--- config.mk ---
export PLATFORM = sky130hd
export DESIGN_NAME = alu_issue_stage
export DESIGN_NICKNAME = d
export VERILOG_FILES = /design/src/rtl/alu_issue_stage.sv
export SDC_FILE = /design/constraint.sdc
export NUM_CORES = 1
export LEC_CHECK = 0
export BUFFER_PORTS_ARGS = -buffer_cell sky130_fd_sc_hd__buf_2
export CAP_MARGIN = 20
export CORE_ASPECT_RATIO = 1.4
export CORE_MARGIN = 2
export CORE_UTILIZATION = 30
export CTS_BUF_LIST = sky130_fd_sc_hd__clkbuf_4
export DETAILED_ROUTE_END_ITERATION = 16
export GPL_TIMING_DRIVEN = 0
export PLACE_DENSITY = 0.6
export RECOVER_POWER = 25
export SYNTH_ARGS = -nofsm -noshare
export SYNTH_HDL_FRONTEND = slang
export SYNTH_SLANG_ARGS = --single-unit
--- constraint.sdc ---
create_clock -name clk -period 7.7 [get_ports clk]
set_input_delay 1.54 -clock clk [delete_from_list [all_inputs] [get_ports clk]]
set_output_delay 1.54 -clock clk [all_outputs]
set_load 0.1 [all_outputs]
--- src/rtl/alu_issue_stage.sv ---
// Registered ALU issue stage: operand select, 2-entry skid buffer, writeback bypass on held ops.
// Optional performance counters enabled by defining ALU_ISSUE_PERF_EN.
module alu_issue_stage #(
    parameter int unsigned XLEN   = 32,
    parameter int unsigned RIDX_W = 5
) (
    input  logic              clk,
    input  logic              rst_n,
    input  logic              flush,
    input  logic              in_valid,
    output logic              in_ready,
    input  logic [XLEN-1:0]   in_pc,
    input  logic [RIDX_W-1:0] in_rs1_idx,
    input  logic [RIDX_W-1:0] in_rs2_idx,
    input  logic [XLEN-1:0]   in_rs1_data,
    input  logic [XLEN-1:0]   in_rs2_data,
    input  logic [XLEN-1:0]   in_imm,
    input  logic [1:0]        in_src1_sel,
    input  logic [1:0]        in_src2_sel,
    input  logic [2:0]        in_alu_sel,
    input  logic              in_A_L,
    input  logic              in_L_R,
    input  logic              in_S_U,
    input  logic              in_Add_Sub,
    input  logic [RIDX_W-1:0] in_rd,
    input  logic              in_wen,
    input  logic              fwd_valid,
    input  logic [RIDX_W-1:0] fwd_rd,
    input  logic [XLEN-1:0]   fwd_data,
    output logic              out_valid,
    input  logic              out_ready,
    output logic [XLEN-1:0]   alu_a,
    output logic [XLEN-1:0]   alu_b,
    output logic [2:0]        alu_sel,
    output logic              alu_A_L,
    output logic              alu_L_R,
    output logic              alu_S_U,
    output logic              alu_Add_Sub,
    output logic [XLEN-1:0]   out_pc,
    output logic [RIDX_W-1:0] out_rd,
    output logic              out_wen
`ifdef ALU_ISSUE_PERF_EN
    ,
    output logic [31:0]       perf_issue_cnt,
    output logic [31:0]       perf_stall_cnt
`endif
);

    localparam int unsigned CNT_W = 32;
    localparam logic [XLEN-1:0] SHAMT_MASK = XLEN'(31);

    typedef struct packed {
        logic [XLEN-1:0]   a;
        logic [XLEN-1:0]   b;
        logic [XLEN-1:0]   pc;
        logic [RIDX_W-1:0] rs1_idx;
        logic [RIDX_W-1:0] rs2_idx;
        logic [RIDX_W-1:0] rd;
        logic [1:0]        src1_sel;
        logic [1:0]        src2_sel;
        logic [2:0]        sel;
        logic              a_l;
        logic              l_r;
        logic              s_u;
        logic              add_sub;
        logic              wen;
    } entry_t;

    function automatic logic is_shift(input logic [2:0] sel);
        return (sel == 3'b001) || (sel == 3'b101);
    endfunction

    // Replace register-sourced operands whose index matches the writeback bypass (never x0).
    function automatic entry_t apply_bypass(input entry_t e, input logic fv,
                                            input logic [RIDX_W-1:0] frd,
                                            input logic [XLEN-1:0] fd);
        entry_t r;
        r = e;
        if (fv && (frd != '0) && (frd == e.rs1_idx) && (e.src1_sel == 2'd0)) begin
            r.a = fd;
        end
        if (fv && (frd != '0) && (frd == e.rs2_idx) && (e.src2_sel == 2'd0)) begin
            r.b = is_shift(e.sel) ? (fd & SHAMT_MASK) : fd;
        end
        return r;
    endfunction

    entry_t main_q, main_d, skid_q, skid_d, cap_c, main_byp_c, skid_byp_c;
    logic   main_valid_q, main_valid_d;
    logic   skid_valid_q, skid_valid_d;
    logic   in_ready_q, in_ready_d;
    logic   accept_c, issue_c;

    assign accept_c = in_valid & in_ready_q;
    assign issue_c  = main_valid_q & out_ready;

    // Build the incoming entry: operand muxes, capture-time bypass, shift-amount mask.
    always_comb begin
        cap_c          = '0;
        cap_c.pc       = in_pc;
        cap_c.rs1_idx  = in_rs1_idx;
        cap_c.rs2_idx  = in_rs2_idx;
        cap_c.rd       = in_rd;
        cap_c.src1_sel = in_src1_sel;
        cap_c.src2_sel = in_src2_sel;
        cap_c.sel      = in_alu_sel;
        cap_c.a_l      = in_A_L;
        cap_c.l_r      = in_L_R;
        cap_c.s_u      = in_S_U;
        cap_c.add_sub  = in_Add_Sub;
        cap_c.wen      = in_wen;
        case (in_src1_sel)
            2'd0:    cap_c.a = in_rs1_data;
            2'd1:    cap_c.a = in_pc;
            default: cap_c.a = '0;
        endcase
        case (in_src2_sel)
            2'd0:    cap_c.b = in_rs2_data;
            2'd1:    cap_c.b = in_imm;
            2'd2:    cap_c.b = XLEN'(4);
            default: cap_c.b = '0;
        endcase
        cap_c = apply_bypass(cap_c, fwd_valid, fwd_rd, fwd_data);
        if (is_shift(in_alu_sel)) begin
            cap_c.b = cap_c.b & SHAMT_MASK;
        end
    end

    assign main_byp_c = apply_bypass(main_q, fwd_valid, fwd_rd, fwd_data);
    assign skid_byp_c = apply_bypass(skid_q, fwd_valid, fwd_rd, fwd_data);

    // Skid-buffer next state.
    always_comb begin
        main_d       = main_q;
        skid_d       = skid_q;
        main_valid_d = main_valid_q;
        skid_valid_d = skid_valid_q;
        if (flush) begin
            main_valid_d = 1'b0;
            skid_valid_d = 1'b0;
        end else if (skid_valid_q) begin
            if (issue_c) begin
                main_d       = skid_byp_c;
                skid_valid_d = 1'b0;
            end else begin
                main_d = main_byp_c;
                skid_d = skid_byp_c;
            end
        end else if (!main_valid_q || issue_c) begin
            main_valid_d = accept_c;
            if (accept_c) begin
                main_d = cap_c;
            end
        end else begin
            main_d = main_byp_c;
            if (accept_c) begin
                skid_d       = cap_c;
                skid_valid_d = 1'b1;
            end
        end
        in_ready_d = ~skid_valid_d;
    end

    always_ff @(posedge clk) begin
        if (!rst_n) begin
            main_q       <= '0;
            skid_q       <= '0;
            main_valid_q <= 1'b0;
            skid_valid_q <= 1'b0;
            in_ready_q   <= 1'b0;
        end else begin
            main_q       <= main_d;
            skid_q       <= skid_d;
            main_valid_q <= main_valid_d;
            skid_valid_q <= skid_valid_d;
            in_ready_q   <= in_ready_d;
        end
    end

    assign in_ready    = in_ready_q;
    assign out_valid   = main_valid_q;
    assign alu_a       = main_q.a;
    assign alu_b       = main_q.b;
    assign alu_sel     = main_q.sel;
    assign alu_A_L     = main_q.a_l;
    assign alu_L_R     = main_q.l_r;
    assign alu_S_U     = main_q.s_u;
    assign alu_Add_Sub = main_q.add_sub;
    assign out_pc      = main_q.pc;
    assign out_rd      = main_q.rd;
    assign out_wen     = main_q.wen;

`ifdef ALU_ISSUE_PERF_EN
    logic [CNT_W-1:0] issue_cnt_q, issue_cnt_d, stall_cnt_q, stall_cnt_d;

    // Saturating issue / stall counters; flush does not touch them.
    always_comb begin
        issue_cnt_d = issue_cnt_q;
        stall_cnt_d = stall_cnt_q;
        if (issue_c && (issue_cnt_q != '1)) begin
            issue_cnt_d = issue_cnt_q + CNT_W'(1);
        end
        if (main_valid_q && !out_ready && (stall_cnt_q != '1)) begin
            stall_cnt_d = stall_cnt_q + CNT_W'(1);
        end
    end

    always_ff @(posedge clk) begin
        if (!rst_n) begin
            issue_cnt_q <= '0;
            stall_cnt_q <= '0;
        end else begin
            issue_cnt_q <= issue_cnt_d;
            stall_cnt_q <= stall_cnt_d;
        end
    end

    assign perf_issue_cnt = issue_cnt_q;
    assign perf_stall_cnt = stall_cnt_q;
`endif

endmodule

==> impl_metrics.py <==
metrics = {
    "power_and_ir_drop": {
        "power_density_mw_per_mm2": 174,
        "p_clk_frac": 0.395,
        "seqPwrFrac": 0.401,
        "peakVddDrop_v": 0.000108,
        "p_int_w": 0.00218,
        "power_frac_comb": 0.204,
        "p_leak_nw": 6.75,
        "p_switching_w": 0.00115,
        "p_sw_frac": 0.346,
    },
    "clocking": {
        "hold_buffers": 0,
        "worstSkewPairLatency_ns": 0.84,
        "root_buffer": "clkbuf_4",
        "path_clk_slew_ns": 0.07,
        "numCtsBuffers": 72,
        "post_cts_buffers": 0,
        "clock_path_buffers": 3,
        "cts_tree": "yes",
        "cts_sinks": 249,
        "cts_resized": 0,
        "ctsHtreeMaxLevel": 3,
    },
    "logic_synthesis": {
        "synth_simple_gate_area_frac": 0.196,
        "synthAdderAreaFrac": 0,
        "ys_types": 53,
        "netlist_top_cells_count": "dfxtp_1 (249), clkbuf_1 (198), o21ai_0 (164), nand2_1 (159), o211ai_1 (114)",
        "ys_ff_latch": 249,
        "ys_warn_count": 0,
        "synth_top_family_by_area": "compound AO/OA/AOI/OAI gates",
        "synth-seq-area-share": 0.315,
        "synth-xor-area-share": 0.0149,
        "ys_top_cells_by_area": "dfxtp_1 (32%), mux2i_1 (5.9%), o211ai_1 (5.4%)",
        "syn_nets": 2171,
        "synth-compound-area-share": 0.334,
        "synth_largest_area_cell": "dfxtp_1",
        "synth_top_area_share": 0.315,
        "synth.area.mux_share": 0.0617,
        "yosysMostFrequentCell": "dfxtp_1",
        "synthCells": 1973,
        "syn_area_sq_mm": 0.0158,
        "async_flop_share": 0,
        "syn_avg_cell_area_sq_um": 8.02,
        "synth_edf_count": 0,
        "ys.flop_type": "dfxtp_1",
    },
    "sta": {
        "drv_slew": 0,
        "fmax_mhz": 265,
        "period_minus_slack_ns": 3.78,
        "clock_skew_ns": 0.0679,
        "relSlewSlack": 0.190,
        "setup-violations-final": 0,
        "tns_ns": 0,
        "fin_crit_sh": 0.491,
        "worst_slew_pin_slew_ns": 1.21,
        "rsz0062_at_grt": "no",
        "final_hold_viol_count": 0,
    },
    "grt": {
        "grt_pass1_vias": 18200,
        "grt_pass1_wl_um": 110000,
        "grt.total_usage": 0.266,
        "grt_max_degree": 11,
        "grt_overflow": 0,
        "grt_antenna_before_repair": 14,
    },
    "worst_setup_path": {
        "worstSetupPathType": "in2reg",
        "end_kind": "register",
        "r2r_start": "skid_valid_q",
        "required_ns": 8.41,
        "ff2ff_path_depth": 8,
        "cp_max_fo": 10,
        "arrival_ns": 4.49,
        "start_kind": "primary input",
        "reg2reg_setup_slack_ns": 4.51,
        "regToRegEndpoint": "skid_q[114]",
    },
    "cells_and_area": {
        "fin_nets": 2546,
        "layout-area-overhead-vs-synth_pct": 20.8,
        "fillers": 5531,
        "seqCellArea_sq_mm": 0.00498,
        "multiInputGateArea_sq_mm": 0.00962,
        "final_util": 0.367,
        "layout.cell_area.non_filler_sq_mm": 0.0191,
        "drive_gt1_frac": 0.215,
        "fin_cells": 3105,
    },
    "route": {
        "drtIter0Drc": 1536,
        "drt-vias-per-instance": 5.91,
        "drc_errors": 0,
        "dr.pass1.iters": 8,
        "drt_wl_total_um": 75000,
        "vias": 18300,
        "ant_nets": 0,
        "avgRoutedWirePerCell_um": 24.1,
    },
    "place": {
        "gp_congestion": 0.947,
        "place_area_sq_mm": 0.0182,
        "place_hpwl_um": 56600,
        "port_buffers": 299,
        "dp.cells": 2980,
    },
    "floorplan": {
        "rows": 99,
        "dieArea_sq_mm": 0.0546,
        "ios": 309,
        "initial_core_util": 0.303,
        "fp.dieW_um": 198,
        "core_sq_mm": 0.0521,
        "dieHeight_um": 276,
    },
    "min_path": {
        "hold_start": "skid_byp_c[32]",
        "whs_endpoint": "skid_byp_c[32]",
        "min_path_type": "reg2reg",
        "holdPathStages": 2,
    },
    "flow_run": {
        "drv_cap": 0,
    },
    "status": {
        "status": "complete, no violations",
    },
}
[how the worst max path moves through the flow]
stage | endpoint | slack (ns) | startpoint | cells after the start
floorplan | skid_q[117] | 4.15 | fwd_rd[4] | 8
global placement | alu_a[3] | 3.12 | fwd_rd[1] | 8
detailed placement | skid_q[120] | 3.25 | fwd_rd[2] | 9
CTS | skid_q[120] | 4.10 | fwd_rd[2] | 9
global route | skid_q[120] | 3.85 | fwd_rd[2] | 9
finish | skid_q[120] | 3.92 | fwd_rd[2] | 9
[sequential cells by signal (all words and copies together), names as in the netlist, 3 cells and up]
signal and flops:
alu_a 32, alu_b 32, alu_sel 3, main_byp_c 14
out_pc 32, out_rd 5, skid_byp_c 59, skid_q 64
[final cells by class]
cell class / count / area share
diodes: 6 / 0.000785
repair buffers: 301 / 0.0786
inverters: 4 / 0.000785
clock inverters: 16 / 0.00615
flip-flops and latches: 249 / 0.261
well taps: 707 / 0.0463
multi-input cells: 1451 / 0.503
plain buffers: 269 / 0.0635
clock buffers: 102 / 0.0401
[worst max-delay path: stages]
cell      delay, ns
buf_2          0.14
buf_2          0.21
xor2_1         0.19
nor3_1         0.81
and3_1         0.28
clkbuf_1       0.32
clkbuf_1       0.45
o211ai_1       0.23
a32o_1         0.31
[layout by cell type, fill, tap and decap left out, types with 8 or more instances in the layout]
master,n
clkbuf_1,202
a21o_1,32
nand4_1,41
dfxtp_1,249
a21boi_0,96
o221ai_1,28
buf_4,44
o211ai_1,114
a21oi_1,8
xnor2_1,13
nand2_1,159
and2_1,33
a32o_1,32
clkinv_1,9
xor2_1,14
o21ai_0,164
or4_1,29
a221oi_1,59
mux2i_1,93
clkbuf_4,102
buf_2,311
buf_1,10
nor3b_1,59
nor3_1,31
and3_1,39
a211oi_1,64
or2_2,32
nor2_1,66
nand3_1,57
o21a_1,28
a31oi_1,98
[power groups by stage]
stage	clock, W	combinational [W]	sequential, W
floorplan	0	0.000362	0.00143
global placement	0	0.000663	0.00136
detailed placement	0	0.000668	0.00136
CTS	0.00133	0.000670	0.00134
global route	0.00140	0.000714	0.00134
finish	0.00131	0.000680	0.00134
[per-layer routing]
layer  global-route usage  wire [um]
met5                    0        113
met4                0.204       5720
met3               0.0585       5760
met2                0.441      35200
met1                0.298      28100
[logic make-up after synthesis]
kind of cell	after synthesis
AO/OA/AOI/OAI	747
buffers and inverters	273
flip-flops	249
XOR/XNOR	27
multiplexers	97
AND/OR/NAND/NOR	580
[stage by stage]
step / power [W] / hold slack, ns / setup slack, ns
after floorplan: 0.00179 / 0.436 / 4.15
after global placement: 0.00203 / 0.440 / 3.12
after detailed placement: 0.00203 / 0.447 / 3.25
after CTS: 0.00334 / 0.466 / 4.10
after global routing: 0.00345 / 0.479 / 3.85
final: 0.00333 / 0.466 / 3.92
(Power assumes the default switching activity.)
